### config.mk
export PLATFORM = sky130hd
export DESIGN_NAME = motor_speed_scheduler
export DESIGN_NICKNAME = d
export VERILOG_FILES = /design/src/rtl/motor_pkg.sv /design/src/rtl/encoder_rev_counter.sv /design/src/rtl/motor_speed_scheduler.sv
export SDC_FILE = /design/constraint.sdc
export NUM_CORES = 1
export LEC_CHECK = 0
export ABC_AREA = 1
export CAP_MARGIN = 40
export CORE_MARGIN = 10
export CORE_UTILIZATION = 60
export DETAILED_ROUTE_END_ITERATION = 10
export PLACE_DENSITY = 0.88
export SYNTH_ARGS = -nofsm -noshare
export SYNTH_HDL_FRONTEND = slang
export SYNTH_SLANG_ARGS = --single-unit
### constraint.sdc
create_clock -name cclk -period 5.2 [get_ports cclk]
set_input_delay 0.78 -clock cclk [delete_from_list [all_inputs] [get_ports cclk]]
set_output_delay 0.78 -clock cclk [all_outputs]
set_load 0.03 [all_outputs]
### src/rtl/motor_pkg.sv
// -----------------------------------------------------------------------------
// motor_pkg
// Shared types, widths, default parameters and result helpers for the
// two-channel motor speed scheduler.
//   - sched_state_t : sequencing FSM states
//   - rpm_res_t     : reduced 8-bit speed plus its overflow flag
//   - abs_rev()     : magnitude of a signed revolution count (-128 -> 128)
//   - reduce_rpm()  : sign-apply and reduce a 16-bit product to 8-bit signed
// -----------------------------------------------------------------------------
package motor_pkg;

  localparam int RPM_W  = 8;
  localparam int PROD_W = 16;

  localparam int DEF_GATE_CYCLES   = 10000000;
  localparam int DEF_EDGES_PER_REV = 48;
  localparam int DEF_MULT_LAT      = 2;

  localparam logic [RPM_W-1:0] RPM_POS_MAX = 8'h7F;
  localparam logic [RPM_W-1:0] RPM_NEG_MIN = 8'h80;

  typedef enum logic [2:0] {
    S_IDLE,
    S_MUL0,
    S_WAIT0,
    S_MUL1,
    S_WAIT1,
    S_PUBLISH
  } sched_state_t;

  typedef struct packed {
    logic             ovf;
    logic [RPM_W-1:0] value;
  } rpm_res_t;

  // Magnitude as an unsigned operand; -128 maps to 8'h80 = 128, which fits.
  function automatic logic [RPM_W-1:0] abs_rev(input logic [RPM_W-1:0] rev);
    return rev[RPM_W-1] ? (~rev + 1'b1) : rev;
  endfunction

  // Positive results may reach 127, negative ones 128. With saturation
  // enabled an out-of-range result clamps and flags; otherwise the low byte
  // of the signed product is kept.
  function automatic rpm_res_t reduce_rpm(input logic [PROD_W-1:0] prod,
                                          input logic              neg,
                                          input logic              sat);
    rpm_res_t res;
    logic     out_of_range;
    out_of_range = neg ? (prod > PROD_W'(128)) : (prod > PROD_W'(127));
    res.ovf      = sat & out_of_range;
    if (res.ovf) begin
      res.value = neg ? RPM_NEG_MIN : RPM_POS_MAX;
    end else begin
      res.value = neg ? (~prod[RPM_W-1:0] + 1'b1) : prod[RPM_W-1:0];
    end
    return res;
  endfunction

endpackage

### src/rtl/encoder_rev_counter.sv
// -----------------------------------------------------------------------------
// encoder_rev_counter
// One quadrature channel: synchronizes A/B, detects rising edges of A,
// counts edges modulo EDGES_PER_REV and keeps a saturating signed revolution
// count. A full revolution steps the count by -1 when B is high, +1 otherwise.
// Ports:
//   cclk, rst  - clock, synchronous active-high reset
//   i_a, i_b   - raw asynchronous encoder phases
//   clear      - window boundary: restart the revolution count
//   rev_count  - signed revolution count for the current window
// -----------------------------------------------------------------------------
module encoder_rev_counter
  import motor_pkg::*;
#(
  parameter int EDGES_PER_REV = DEF_EDGES_PER_REV
) (
  input  logic                    cclk,
  input  logic                    rst,
  input  logic                    i_a,
  input  logic                    i_b,
  input  logic                    clear,
  output logic signed [RPM_W-1:0] rev_count
);

  localparam int             EW        = $clog2(EDGES_PER_REV);
  localparam logic [EW-1:0]  EDGE_LAST = EW'(EDGES_PER_REV - 1);

  logic [1:0]       r_a_sync;
  logic [1:0]       r_b_sync;
  logic             r_a_prev;
  logic [EW-1:0]    r_edge_cnt;
  logic [RPM_W-1:0] r_rev;

  logic             w_edge;
  logic             w_rev;
  logic [RPM_W-1:0] w_base;
  logic [RPM_W-1:0] w_next_rev;

  assign w_edge = r_a_sync[1] & ~r_a_prev;
  assign w_rev  = w_edge && (r_edge_cnt == EDGE_LAST);

  // A revolution completing on the clear cycle belongs to the new window,
  // so it steps from zero instead of from the old count.
  // NOTE: every combinational output gets a default before any branch; a path
  // that leaves a variable unassigned would infer a latch.
  always_comb begin
    w_base     = clear ? '0 : r_rev;
    w_next_rev = w_base;
    if (r_b_sync[1]) begin
      if (w_base != RPM_NEG_MIN) w_next_rev = w_base - 1'b1;
    end else begin
      if (w_base != RPM_POS_MAX) w_next_rev = w_base + 1'b1;
    end
  end

  // NOTE: state is updated with non-blocking assignments so every register
  // samples pre-edge values; the synchronizer shift depends on it.
  always_ff @(posedge cclk) begin
    if (rst) begin
      r_a_sync   <= '0;
      r_b_sync   <= '0;
      r_a_prev   <= 1'b0;
      r_edge_cnt <= '0;
      r_rev      <= '0;
    end else begin
      r_a_sync <= {r_a_sync[0], i_a};
      r_b_sync <= {r_b_sync[0], i_b};
      r_a_prev <= r_a_sync[1];
      if (w_edge) r_edge_cnt <= w_rev ? '0 : r_edge_cnt + 1'b1;
      if (w_rev) begin
        r_rev <= w_next_rev;
      end else if (clear) begin
        r_rev <= '0;
      end
    end
  end

  assign rev_count = r_rev;

endmodule

### src/rtl/motor_speed_scheduler.sv
// -----------------------------------------------------------------------------
// motor_speed_scheduler
// Two-channel motor speed measurement. Counts signed revolutions per channel
// over a gate window of GATE_CYCLES cycles, then time-shares one external
// multiplier to scale each count by its gear ratio and publishes both speeds.
// Ports:
//   cclk, rst          - clock, synchronous active-high reset
//   a0,b0,a1,b1        - raw encoder phases (asynchronous)
//   gr0, gr1           - unsigned gear ratios, sampled at the window boundary
//   mul_x, mul_y       - registered operands to the shared multiplier
//   mul_z              - product, valid MULT_LAT cycles after the operands
//   rpm0, rpm1         - signed speed per channel
//   rpm_valid          - one-cycle pulse when rpm0/rpm1 update
//   rpm_ovf            - per-channel overflow of the last published result
// Build option: define MOTOR_SPEED_SAT_EN to saturate out-of-range results
// and report them on rpm_ovf; otherwise results wrap and rpm_ovf stays 0.
// -----------------------------------------------------------------------------
module motor_speed_scheduler
  import motor_pkg::*;
#(
  parameter int GATE_CYCLES   = DEF_GATE_CYCLES,
  parameter int EDGES_PER_REV = DEF_EDGES_PER_REV,
  parameter int MULT_LAT      = DEF_MULT_LAT
) (
  input  logic                    cclk,
  input  logic                    rst,
  input  logic                    a0,
  input  logic                    b0,
  input  logic                    a1,
  input  logic                    b1,
  input  logic [RPM_W-1:0]        gr0,
  input  logic [RPM_W-1:0]        gr1,
  output logic [RPM_W-1:0]        mul_x,
  output logic [RPM_W-1:0]        mul_y,
  input  logic [PROD_W-1:0]       mul_z,
  output logic signed [RPM_W-1:0] rpm0,
  output logic signed [RPM_W-1:0] rpm1,
  output logic                    rpm_valid,
  output logic [1:0]              rpm_ovf
);

`ifdef MOTOR_SPEED_SAT_EN
  localparam logic SAT_EN = 1'b1;
`else
  localparam logic SAT_EN = 1'b0;
`endif

  localparam int             GW         = $clog2(GATE_CYCLES);
  localparam logic [GW-1:0]  GATE_LAST  = GW'(GATE_CYCLES - 1);
  localparam int             WCW        = (MULT_LAT > 1) ? $clog2(MULT_LAT) : 1;
  localparam logic [WCW-1:0] WAIT_LAST  = WCW'(MULT_LAT - 1);

  logic [GW-1:0]     r_gate_cnt;
  logic              w_tc;
  logic [RPM_W-1:0]  w_rev0;
  logic [RPM_W-1:0]  w_rev1;

  sched_state_t      r_state;
  logic [WCW-1:0]    r_wait_cnt;
  logic [RPM_W-1:0]  r_mul_x;
  logic [RPM_W-1:0]  r_mul_y;
  logic              r_neg0;
  logic              r_neg1;
  logic [RPM_W-1:0]  r_mag1;
  logic [RPM_W-1:0]  r_gr1_snap;
  logic [PROD_W-1:0] r_prod0;
  logic [PROD_W-1:0] r_prod1;
  logic [RPM_W-1:0]  r_rpm0;
  logic [RPM_W-1:0]  r_rpm1;
  logic              r_rpm_valid;
  logic [1:0]        r_rpm_ovf;

  rpm_res_t          w_res0;
  rpm_res_t          w_res1;

  encoder_rev_counter #(.EDGES_PER_REV(EDGES_PER_REV)) u_enc0 (
    .cclk      (cclk),
    .rst       (rst),
    .i_a       (a0),
    .i_b       (b0),
    .clear     (w_tc),
    .rev_count (w_rev0)
  );

  encoder_rev_counter #(.EDGES_PER_REV(EDGES_PER_REV)) u_enc1 (
    .cclk      (cclk),
    .rst       (rst),
    .i_a       (a1),
    .i_b       (b1),
    .clear     (w_tc),
    .rev_count (w_rev1)
  );

  // Free-running gate window; it never waits for the sequencer.
  assign w_tc = (r_gate_cnt == GATE_LAST);

  always_ff @(posedge cclk) begin
    if (rst) begin
      r_gate_cnt <= '0;
    end else begin
      r_gate_cnt <= w_tc ? '0 : r_gate_cnt + 1'b1;
    end
  end

  assign w_res0 = reduce_rpm(r_prod0, r_neg0, SAT_EN);
  assign w_res1 = reduce_rpm(r_prod1, r_neg1, SAT_EN);

  // Sequencer. Channel-0 operands are loaded on the TC edge itself so they
  // are on the bus the cycle after TC; channel-1 operands are loaded on the
  // edge that captures the channel-0 product.
  always_ff @(posedge cclk) begin
    if (rst) begin
      r_state     <= S_IDLE;
      r_wait_cnt  <= '0;
      r_mul_x     <= '0;
      r_mul_y     <= '0;
      r_neg0      <= 1'b0;
      r_neg1      <= 1'b0;
      r_mag1      <= '0;
      r_gr1_snap  <= '0;
      r_prod0     <= '0;
      r_prod1     <= '0;
      r_rpm0      <= '0;
      r_rpm1      <= '0;
      r_rpm_valid <= 1'b0;
      r_rpm_ovf   <= '0;
    end else begin
      r_rpm_valid <= 1'b0;
      case (r_state)
        S_IDLE: begin
          if (w_tc) begin
            r_mul_x    <= abs_rev(w_rev0);
            r_mul_y    <= gr0;
            r_neg0     <= w_rev0[RPM_W-1];
            r_mag1     <= abs_rev(w_rev1);
            r_neg1     <= w_rev1[RPM_W-1];
            r_gr1_snap <= gr1;
            r_state    <= S_MUL0;
          end
        end
        S_MUL0: begin
          r_wait_cnt <= '0;
          r_state    <= S_WAIT0;
        end
        S_WAIT0: begin
          if (r_wait_cnt == WAIT_LAST) begin
            r_prod0 <= mul_z;
            r_mul_x <= r_mag1;
            r_mul_y <= r_gr1_snap;
            r_state <= S_MUL1;
          end else begin
            r_wait_cnt <= r_wait_cnt + 1'b1;
          end
        end
        S_MUL1: begin
          r_wait_cnt <= '0;
          r_state    <= S_WAIT1;
        end
        S_WAIT1: begin
          if (r_wait_cnt == WAIT_LAST) begin
            r_prod1 <= mul_z;
            r_mul_x <= '0;
            r_mul_y <= '0;
            r_state <= S_PUBLISH;
          end else begin
            r_wait_cnt <= r_wait_cnt + 1'b1;
          end
        end
        S_PUBLISH: begin
          r_rpm0      <= w_res0.value;
          r_rpm1      <= w_res1.value;
          r_rpm_ovf   <= {w_res1.ovf, w_res0.ovf};
          r_rpm_valid <= 1'b1;
          r_state     <= S_IDLE;
        end
        default: r_state <= S_IDLE;
      endcase
    end
  end

  assign mul_x     = r_mul_x;
  assign mul_y     = r_mul_y;
  assign rpm0      = r_rpm0;
  assign rpm1      = r_rpm1;
  assign rpm_valid = r_rpm_valid;
  assign rpm_ovf   = r_rpm_ovf;

endmodule

==> flow_results.org, run 1 <==
** Status
- The flow ran to the end, and the final reports show no timing, DRC or antenna violations.

** Route
- Per-cell via count in the routed design :: 5.48
- After detailed routing, the number of remaining DRC violations is 0.
- Routed wire length per instance :: 13.5 um
- Once detail routing completed, the nets flagged for antenna violations numbered 0.
- In the detailed route, the total length drawn on met3 is 1010 um.
- Wires add up to 16100 um.
- The first detailed-routing pass ran for 5 iterations.
- After detailed routing, the met2 layer carries 7590 um of wire.
- Uppermost routed layer :: met4
- After detailed routing, the wire length on met1 is 7180 um.
- DRC violation total after the first TritonRoute iteration :: 561
- The routed layout has 6501 vias.

** STA
- Timing would allow up to 333 MHz.
- Slew headroom :: 52.6%
- In the finished design, the share of the clock period the worst path needs comes to 57.7%.
- At the pin with the least slew margin, the transition time is 0.710 ns.
- RSZ-0062 raised after global routing :: no
- Setup violations remaining at the end of the flow were counted as 0.
- The number of pins exceeding their max-slew limit in the final report was 0.
- Hold is met by 0.399 ns.
- Shortest clock period the worst path allows after layout :: 3.00 ns
- Hold violation count in the final report :: 0
- Final clock skew :: 0.00689 ns
- Setup total negative slack on the finished layout was measured at 0 ns.

** Synth
- In this run the mean area of a mapped cell was 6.98 um2.
- Number of warnings printed during yosys synthesis :: 0
- Synthesis instantiated 49 different standard cells from the library.
- Synthesis handed over a netlist of 988 instances.
- The cell area that synthesis handed to floorplanning was 6900 um2.
- Of the synthesized area, sequential elements account for 38.6%.
- Yosys reg bits :: 133

** Final layout
- The top cell types in the final layout, fill and taps aside, are 173 x sky130_fd_sc_hd__nand2_1, 133 x sky130_fd_sc_hd__dfxtp_1, 126 x sky130_fd_sc_hd__inv_1.
- For this run, the number of standard cells in the final layout without fillers is 1187.
- Area added between synthesis and finish :: 18.1%
- Total inserted antenna cells :: 0
- Number of filler cells placed in the layout :: 886
- Number of nets in the finished design :: 1083
- Sequential cell area :: 2660 um2
- The library cell used most frequently in the layout, excluding fill and tap cells, is sky130_fd_sc_hd__nand2_1.
- Share of post-route cells with drive strength above 1 :: 7.47%
- Area used by multi-input combinational logic :: 3500 um2
- Post-layout utilization of the core :: 71.9%

** Floorplan
- The floorplan step defined a die boundary enclosing 16200 um2.
- Num ports :: 73
- Die width :: 127 um
- Die Ht :: 127 um
- Effective utilization at floorplan :: 60.9%
- The core region is 11300 um2.
- Site Rows :: 39

** Place
- After detailed placement, the design holds a cell count of 1156.
- Routability congestion estimate from global placement :: 0.883
- The wire-length estimate of the detail-placed layout is 10600 um.
- Count of buffers inserted at the top-level ports :: 62

** Global routing
- Congestion Overflow GR :: 0
- Wire length of the first global-routing pass :: 26900 um
- Largest net degree at the start of global routing :: 75
- Via count of the first global-routing pass :: 5854
- Initial antenna violation count :: 0
- In the global route stage, overall resource usage came out at 19.6%.

** Critical path
- Peak fanout along the critical path :: 38
- STA classifies the critical path startpoint as a register.
- Data on the critical path is required at its endpoint by 5.51 ns.
- STA classifies the critical path endpoint as a register.
- Critical path type :: register to register
- Arrival time at the worst endpoint :: 3.32 ns

** Clocking
- Post-CTS Resized :: 0
- Cts hold-fix bufs :: 0
- Root Buffer Master :: sky130_fd_sc_hd__clkbuf_16
- The H-tree generated during clock tree synthesis spans 4 levels.
- Clock buffer count from CTS :: 17
- Clock insertion delay at the later pin of the skew report :: 0.42 ns
- Clock transition at the registers of the reported paths :: 0.06 ns
- Clk sinks :: 133
- After clock tree synthesis, the setup repair step added 0 buffers.
- TritonCTS built the clock tree.
- The clock passes through at most 2 buffers.

** Power and ir drop
- Pwr/cell area :: 317 nW/um2
- Summed over all cells, the static leakage comes to 3.33 nW.
- Max rail drop VDD :: 288 uV
- The design draws 2.58 mW.

** Run
- The tool flagged a number of max-cap violations equal to 0.

** Hold path
- The worst hold path belongs to the class register to register.
## logic make-up after synthesis
family,share of synthesized area [%]
adders and majority gates,2.36
other,0.0544
AOI/OAI and AO/OA,16.6
and+or+nand+nor,27.6
buffers and inverters,10.8
xor gates and xnor gates,4.06
DFF,38.6
## through the flow
step	instance area [um2]	worst slack, ns
global placement	7510	2.27
finish	8150	2.20
detailed placement	7510	2.26
floorplan	6900	2.68
global route	8150	1.91
CTS	8150	2.25
## worst paths after layout
check / cells after the start / to / slack (ns) / from
max: 15 / u_enc0.rev_count[7] / 2.20 / r_gate_cnt[0]
min: 2 / u_enc0.r_b_sync[1] / 0.40 / u_enc0.r_b_sync[0]
max reg2reg: 15 / u_enc0.rev_count[7] / 2.20 / r_gate_cnt[0]
min reg2reg: 2 / u_enc0.r_b_sync[1] / 0.40 / u_enc0.r_b_sync[0]
## final cells by class
class | instances | area share, %
inverter | 135 | 6.22
timing repair buffer | 68 | 8.17
clock inverter | 11 | 2.14
clock buffer | 20 | 5.61
tap | 143 | 2.20
sequential | 133 | 32.7
multi-input combinational | 677 | 43.0
## critical path: stages (launching register included)
cell and delay [ns]:
sky130_fd_sc_hd__dfxtp_1 0.32, sky130_fd_sc_hd__ha_1 0.23, sky130_fd_sc_hd__nand3_2 0.13, sky130_fd_sc_hd__nor2_1 0.07, sky130_fd_sc_hd__nand3_2 0.06, sky130_fd_sc_hd__buf_4 0.43
sky130_fd_sc_hd__nand2_1 0.26, sky130_fd_sc_hd__ha_1 0.27, sky130_fd_sc_hd__nand3_1 0.07, sky130_fd_sc_hd__nor2_1 0.10, sky130_fd_sc_hd__o31ai_1 0.47, sky130_fd_sc_hd__nand4_1 0.14
sky130_fd_sc_hd__nand3_1 0.12, sky130_fd_sc_hd__nand2_1 0.05, sky130_fd_sc_hd__nor2_1 0.12, sky130_fd_sc_hd__nor2_1 0.04
## registers in the layout, summed over array words and instances, names as in the netlist, 6 cells and up
name,cells
u_enc0.rev_count,8
rpm0,8
u_enc0.r_edge_cnt,6
r_prod1,8
r_mag1,8
r_prod0,8
r_gr1_snap,8
rpm1,8
u_enc1.r_edge_cnt,6
u_enc1.rev_count,8
mul_x,8
mul_y,8
r_gate_cnt,24
## layer usage
layer	vias to the layer above	GRT usage, %
li1	3310	-
met2	210	31.4
met1	2958	24.6
met4	0	8.10
met3	23	5.05
met5	-	0
## where the power goes
part / leakage (nW) / total (mW) / internal (mW) / switching, mW
clock: 0.299 / 1.27 / 0.827 / 0.446
sequential: 1.07 / 1.07 / 1.05 / 0.0205
combinational: 1.95 / 0.235 / 0.0923 / 0.142
total: 3.33 / 2.58 / 1.97 / 0.609
## synthesized netlist by cell type (all sizes together)
master,count,area (um2)
a211oi,4,30.0
a21boi,1,7.51
a21oi,90,462
a221oi,2,17.5
a22o,8,70.1
a31o,1,8.76
a31oi,4,25.0
buf,20,145
clkbuf,24,90.1
clkinv,1,3.75
conb,1,3.75
dfxtp,133,2660
ha,13,163
inv,134,503
nand2,182,716
nand3,69,370
nand3b,1,7.51
nand4,16,106
nor2,118,462
nor3,26,141
nor3b,4,30.0
nor4,5,31.3
o211ai,1,7.51
o21a,3,22.5
o21ai,81,417
o221ai,3,32.5
o22ai,1,12.5
o31ai,3,22.5
o41ai,1,8.76
or2,6,37.5
xnor2,8,70.1
xor2,24,210
No activity file was read; power rests on OpenSTA's default activity.
==> run 2: changes to the inputs <==
--- a/config.mk
+++ b/config.mk
@@ -8,9 +8,9 @@
 export ABC_AREA = 1
 export CAP_MARGIN = 40
 export CORE_MARGIN = 10
-export CORE_UTILIZATION = 60
+export CORE_UTILIZATION = 52
 export DETAILED_ROUTE_END_ITERATION = 10
-export PLACE_DENSITY = 0.88
+export PLACE_DENSITY = 0.81
 export SYNTH_ARGS = -nofsm -noshare
 export SYNTH_HDL_FRONTEND = slang
 export SYNTH_SLANG_ARGS = --single-unit
==> constraint.sdc (replaced) <==
create_clock -name cclk -period 2.5 [get_ports cclk]
set_input_delay 0.375 -clock cclk [delete_from_list [all_inputs] [get_ports cclk]]
set_output_delay 0.375 -clock cclk [all_outputs]
set_load 0.03 [all_outputs]
==> run 2 against run 1 <==
Compared with the run above:
- maximum frequency up 29%
- global-route usage down 2.1 points
- clock power up 77%
- hold slack better by 0.0050 ns
- first-iteration DRC count down 22%
- utilization down 9.5 points
- die area up 13%
- power up 93%
- critical path depth up 1
- sequential power up 110%
- highest routed layer unchanged
==> flow_results.org, run 2 (synthesized netlist as in run 1, its figures left out) <==
** Clocking
- Clock buffer count from CTS :: 17 (unchanged)
- The root buffer cell chosen for the clock tree is sky130_fd_sc_hd__clkbuf_16.
- Clock transition at the registers of the reported paths :: 0.06 ns (about the same)
- Clk sinks :: 133 (unchanged)
- The clock latency on the worst-skew pair came to 0.42 ns (about the same).
- The worst-case clock buffer depth is 2 (unchanged).
- TritonCTS built the clock tree.
- The maximum level of the CTS H-tree came to 4 (unchanged).
- The hold buffer count at CTS came to 0 (unchanged).

** STA
- Setup repair after global routing could not meet its margin everywhere.
- The fmax is 430 MHz (+29%).
- The worst hold slack after final layout was 0.404 ns (+0.00504 ns).
- Shortest clock period the worst path allows after layout :: 2.32 ns (-0.677 ns)
- Slew headroom :: 63.9% (+11 points)
- Hold violation count in the final report :: 0 (unchanged)
- The count of endpoints failing setup in the final report came to 0 (unchanged).
- The transition at the pin with the smallest max-transition slack came to 0.541 ns (-0.169 ns).
- Final clock skew :: 0.00885 ns (+0.00195 ns)
- The number of pins exceeding their max-slew limit in the final report was 0 (unchanged).
- Final clock period utilization by the worst path :: 93.0% (+35 points)

** Place
- The weighted congestion reported at the end of routability-driven placement is 0.926 (+4.8%).
- Dpl cells :: 1198 (+3.6%)
- The number of input and output port buffers inserted was 62 (unchanged).
- The total half-perimeter wirelength after legalization and detailed placement is 11100 um (+4.2%).

** Status
- The run finished with clean final reports.

** Global routing
- Wire length of the first global-routing pass :: 26600 um (-1.3%)
- The overall routing resource usage is 17.5% (-2.1 points).
- The initial antenna violation count came to 0 (unchanged).
- The number of global-route vias before repair was 5741 (-1.9%).
- The overall overflow remaining after global route came to 0 (unchanged).
- The maximum number of pins on one net before global-route repair came to 49 (-35%).

** Power and ir drop
- Internal power consumption :: 3.72 mW (+89%)
- Static leakage :: 3.33 nW (about the same)
- The power spent charging and discharging nets is 1.25 mW (+100%).
- Part of the power in combinational logic :: 10.0% (+0.9 points)
- The relative contribution of the clock network to total power was 45.2% (-4.2 points).
- The sequential group share of total power is 44.8% (+3.3 points).
- The maximum vdd drop came to 392 uV (+36%).
- The power density over the cells is 606 nW/um2 (+91%).
- The switching share of power is 25.1% (+1.5 points).

** Critical path
- The worst setup path is captured at a register.
- Cell-by-cell trace of the critical path :: ha_1 > nand3_2 > nor2_1 > nand3_2 > nand2_1 > buf_4 > inv_1 > ha_1 > nand2_1 > nor2_2 > nand4_2 > nand2_1 > inv_1 > nand2_1 > nand3_1 > nand2_1
- Required time of the critical path :: 2.87 ns (-2.64 ns)
- In this design, the critical path's most frequently occurring cell is sky130_fd_sc_hd__nand2_1.
- The critical path arrival was 2.69 ns (-0.63 ns).
- Crit path largest cell delay :: 0.33 ns (-0.14 ns)
- Critical path type :: register to register
- CP Launch Type :: register
- The slowest stage of the critical path belongs to the cell sky130_fd_sc_hd__dfxtp_1.
- The highest fanout seen on the critical path was 6 (-84%).

** Floorplan
- The total I/O pin count came to 73 (unchanged).
- Area of the die :: 18300 um2 (+13%)
- The site row count came to 42 (+7.7%).
- Die Ht :: 135 um (+6.3%)
- Area of the placeable core :: 13100 um2 (+16%)
- The effective utilization at floorplan came to 52.5% (-8.4 points).
- Die width :: 135 um (+6.3%)

** Final layout
- The antenna diode instance count was 0 (unchanged).
- The number of nets in the finished design was 1093 (+0.92%).
- From synthesis to final layout, the design area changed by 19.0%.
- Number of flip-flops in the largest register :: 24 (unchanged)
- Most common library cell in the layout ignoring fill and taps :: sky130_fd_sc_hd__nand2_1
- Final std cells w/o fill :: 1230 (+3.6%)
- The share of cells above drive strength 1 is 9.11% (+1.6 points).
- Largest reg by FF count :: r_gate_cnt
- The number of fill cells is 1174 (+33%).
- Commonest non-fill, non-tap cells in the layout :: 170 x sky130_fd_sc_hd__nand2_1, 132 x sky130_fd_sc_hd__dfxtp_1, 125 x sky130_fd_sc_hd__inv_1

** Route
- The first-pass iteration count of the detailed router came to 5 (unchanged).
- The count of antenna-violating nets left after detailed routing is 0 (unchanged).
- The vias per cell is 5.28 (-3.7%).
- The routed via count came to 6490 (-0.17%).
- The number of DRC markers after the initial detailed-route iteration is 438 (-22%).
- DRC violation count after routing :: 0 (unchanged)
- Routed wire length per instance :: 13.1 um (-3.4%)
- The total wire length after detailed routing was 16100 um (about the same).

** Hold path
- Class of the tightest hold or removal check :: register to register

** Run
- Max Cap Violations :: 0 (unchanged)
==> run 2: cell count changes in the layout (fill, tap and decap cells not counted), sizes merged <==
cell / change
inv: -2
bufinv: -4
clkinv: +2
clkbuf: +4
buf: +10
==> run 2: path summary, 6_finish.rpt <==
check / slack [ns] / end / startpoint / cells past startpoint
worst max register to register: 0.18 / u_enc0.rev_count[4] / r_gate_cnt[0] / 16
worst min register to register: 0.40 / u_enc1.r_b_sync[1] / u_enc1.r_b_sync[0] / 2
worst min-delay path: 0.40 / u_enc1.r_b_sync[1] / u_enc1.r_b_sync[0] / 2
worst max-delay path: 0.18 / u_enc0.rev_count[4] / r_gate_cnt[0] / 16
==> run 2: stage by stage <==
| stage | utilization, % | setup WS, ns | setup TNS (ns) | power, mW | instance area (um2) |
|---|---|---|---|---|---|
| 6_report | 62.5 | 0.175 | 0 | 4.97 | 8210 |
| 5_1_grt | 62.5 | -0.0190 | -0.0353 | 5.14 | 8210 |
| 4_1_cts | 62.1 | 0.103 | 0 | 5.00 | 8160 |
| 3_5_place_dp | 58.1 | 0.141 | 0 | 2.77 | 7630 |
| 3_3_place_gp | 58.1 | 0.217 | 0 | 2.76 | 7630 |
| 2_1_floorplan | - | 0.0475 | 0 | 2.57 | 6910 |
==> run 2: final cells by class <==
cell class              count  area, um2  share of cell area (%)
clock buffers              24        482                    5.87
clock inverters             7       50.0                   0.610
inverters                 135        507                    6.17
multi-input cells         677       3540                    43.2
flip-flops and latches    133       2660                    32.5
well taps                 176        220                    2.68
repair buffers             78        741                    9.03
==> run 2: repair_timing <==
action | 4_1_cts | 5_1_grt
setup endpoints to repair | 0 | 13
buffers inserted | 0 | 1
resized for setup | 0 | 12
==> run 2: worst max-delay path: cells and delay by family (launching register included) <==
kind / cells / cell delay, ns
flops: 1 / 0.33
buf+inv: 3 / 0.27
fa+ha+maj: 2 / 0.41
simple gates: 11 / 1.24
==> run 2: routing by layer <==
layer / track usage, % / wire [um]
met2: 27.3 / 7320
met5: 0 / 0
met3: 4.30 / 992
met1: 22.3 / 7420
met4: 8.13 / 372
==> run 2: power groups by stage <==
stage	clock network (mW)	registers (mW)	logic [mW]
after global routing	2.36	2.24	0.543
after global placement	0	2.27	0.490
after CTS	2.27	2.23	0.498
after floorplan	0	2.36	0.218
final	2.25	2.23	0.496
after detailed placement	0	2.27	0.495
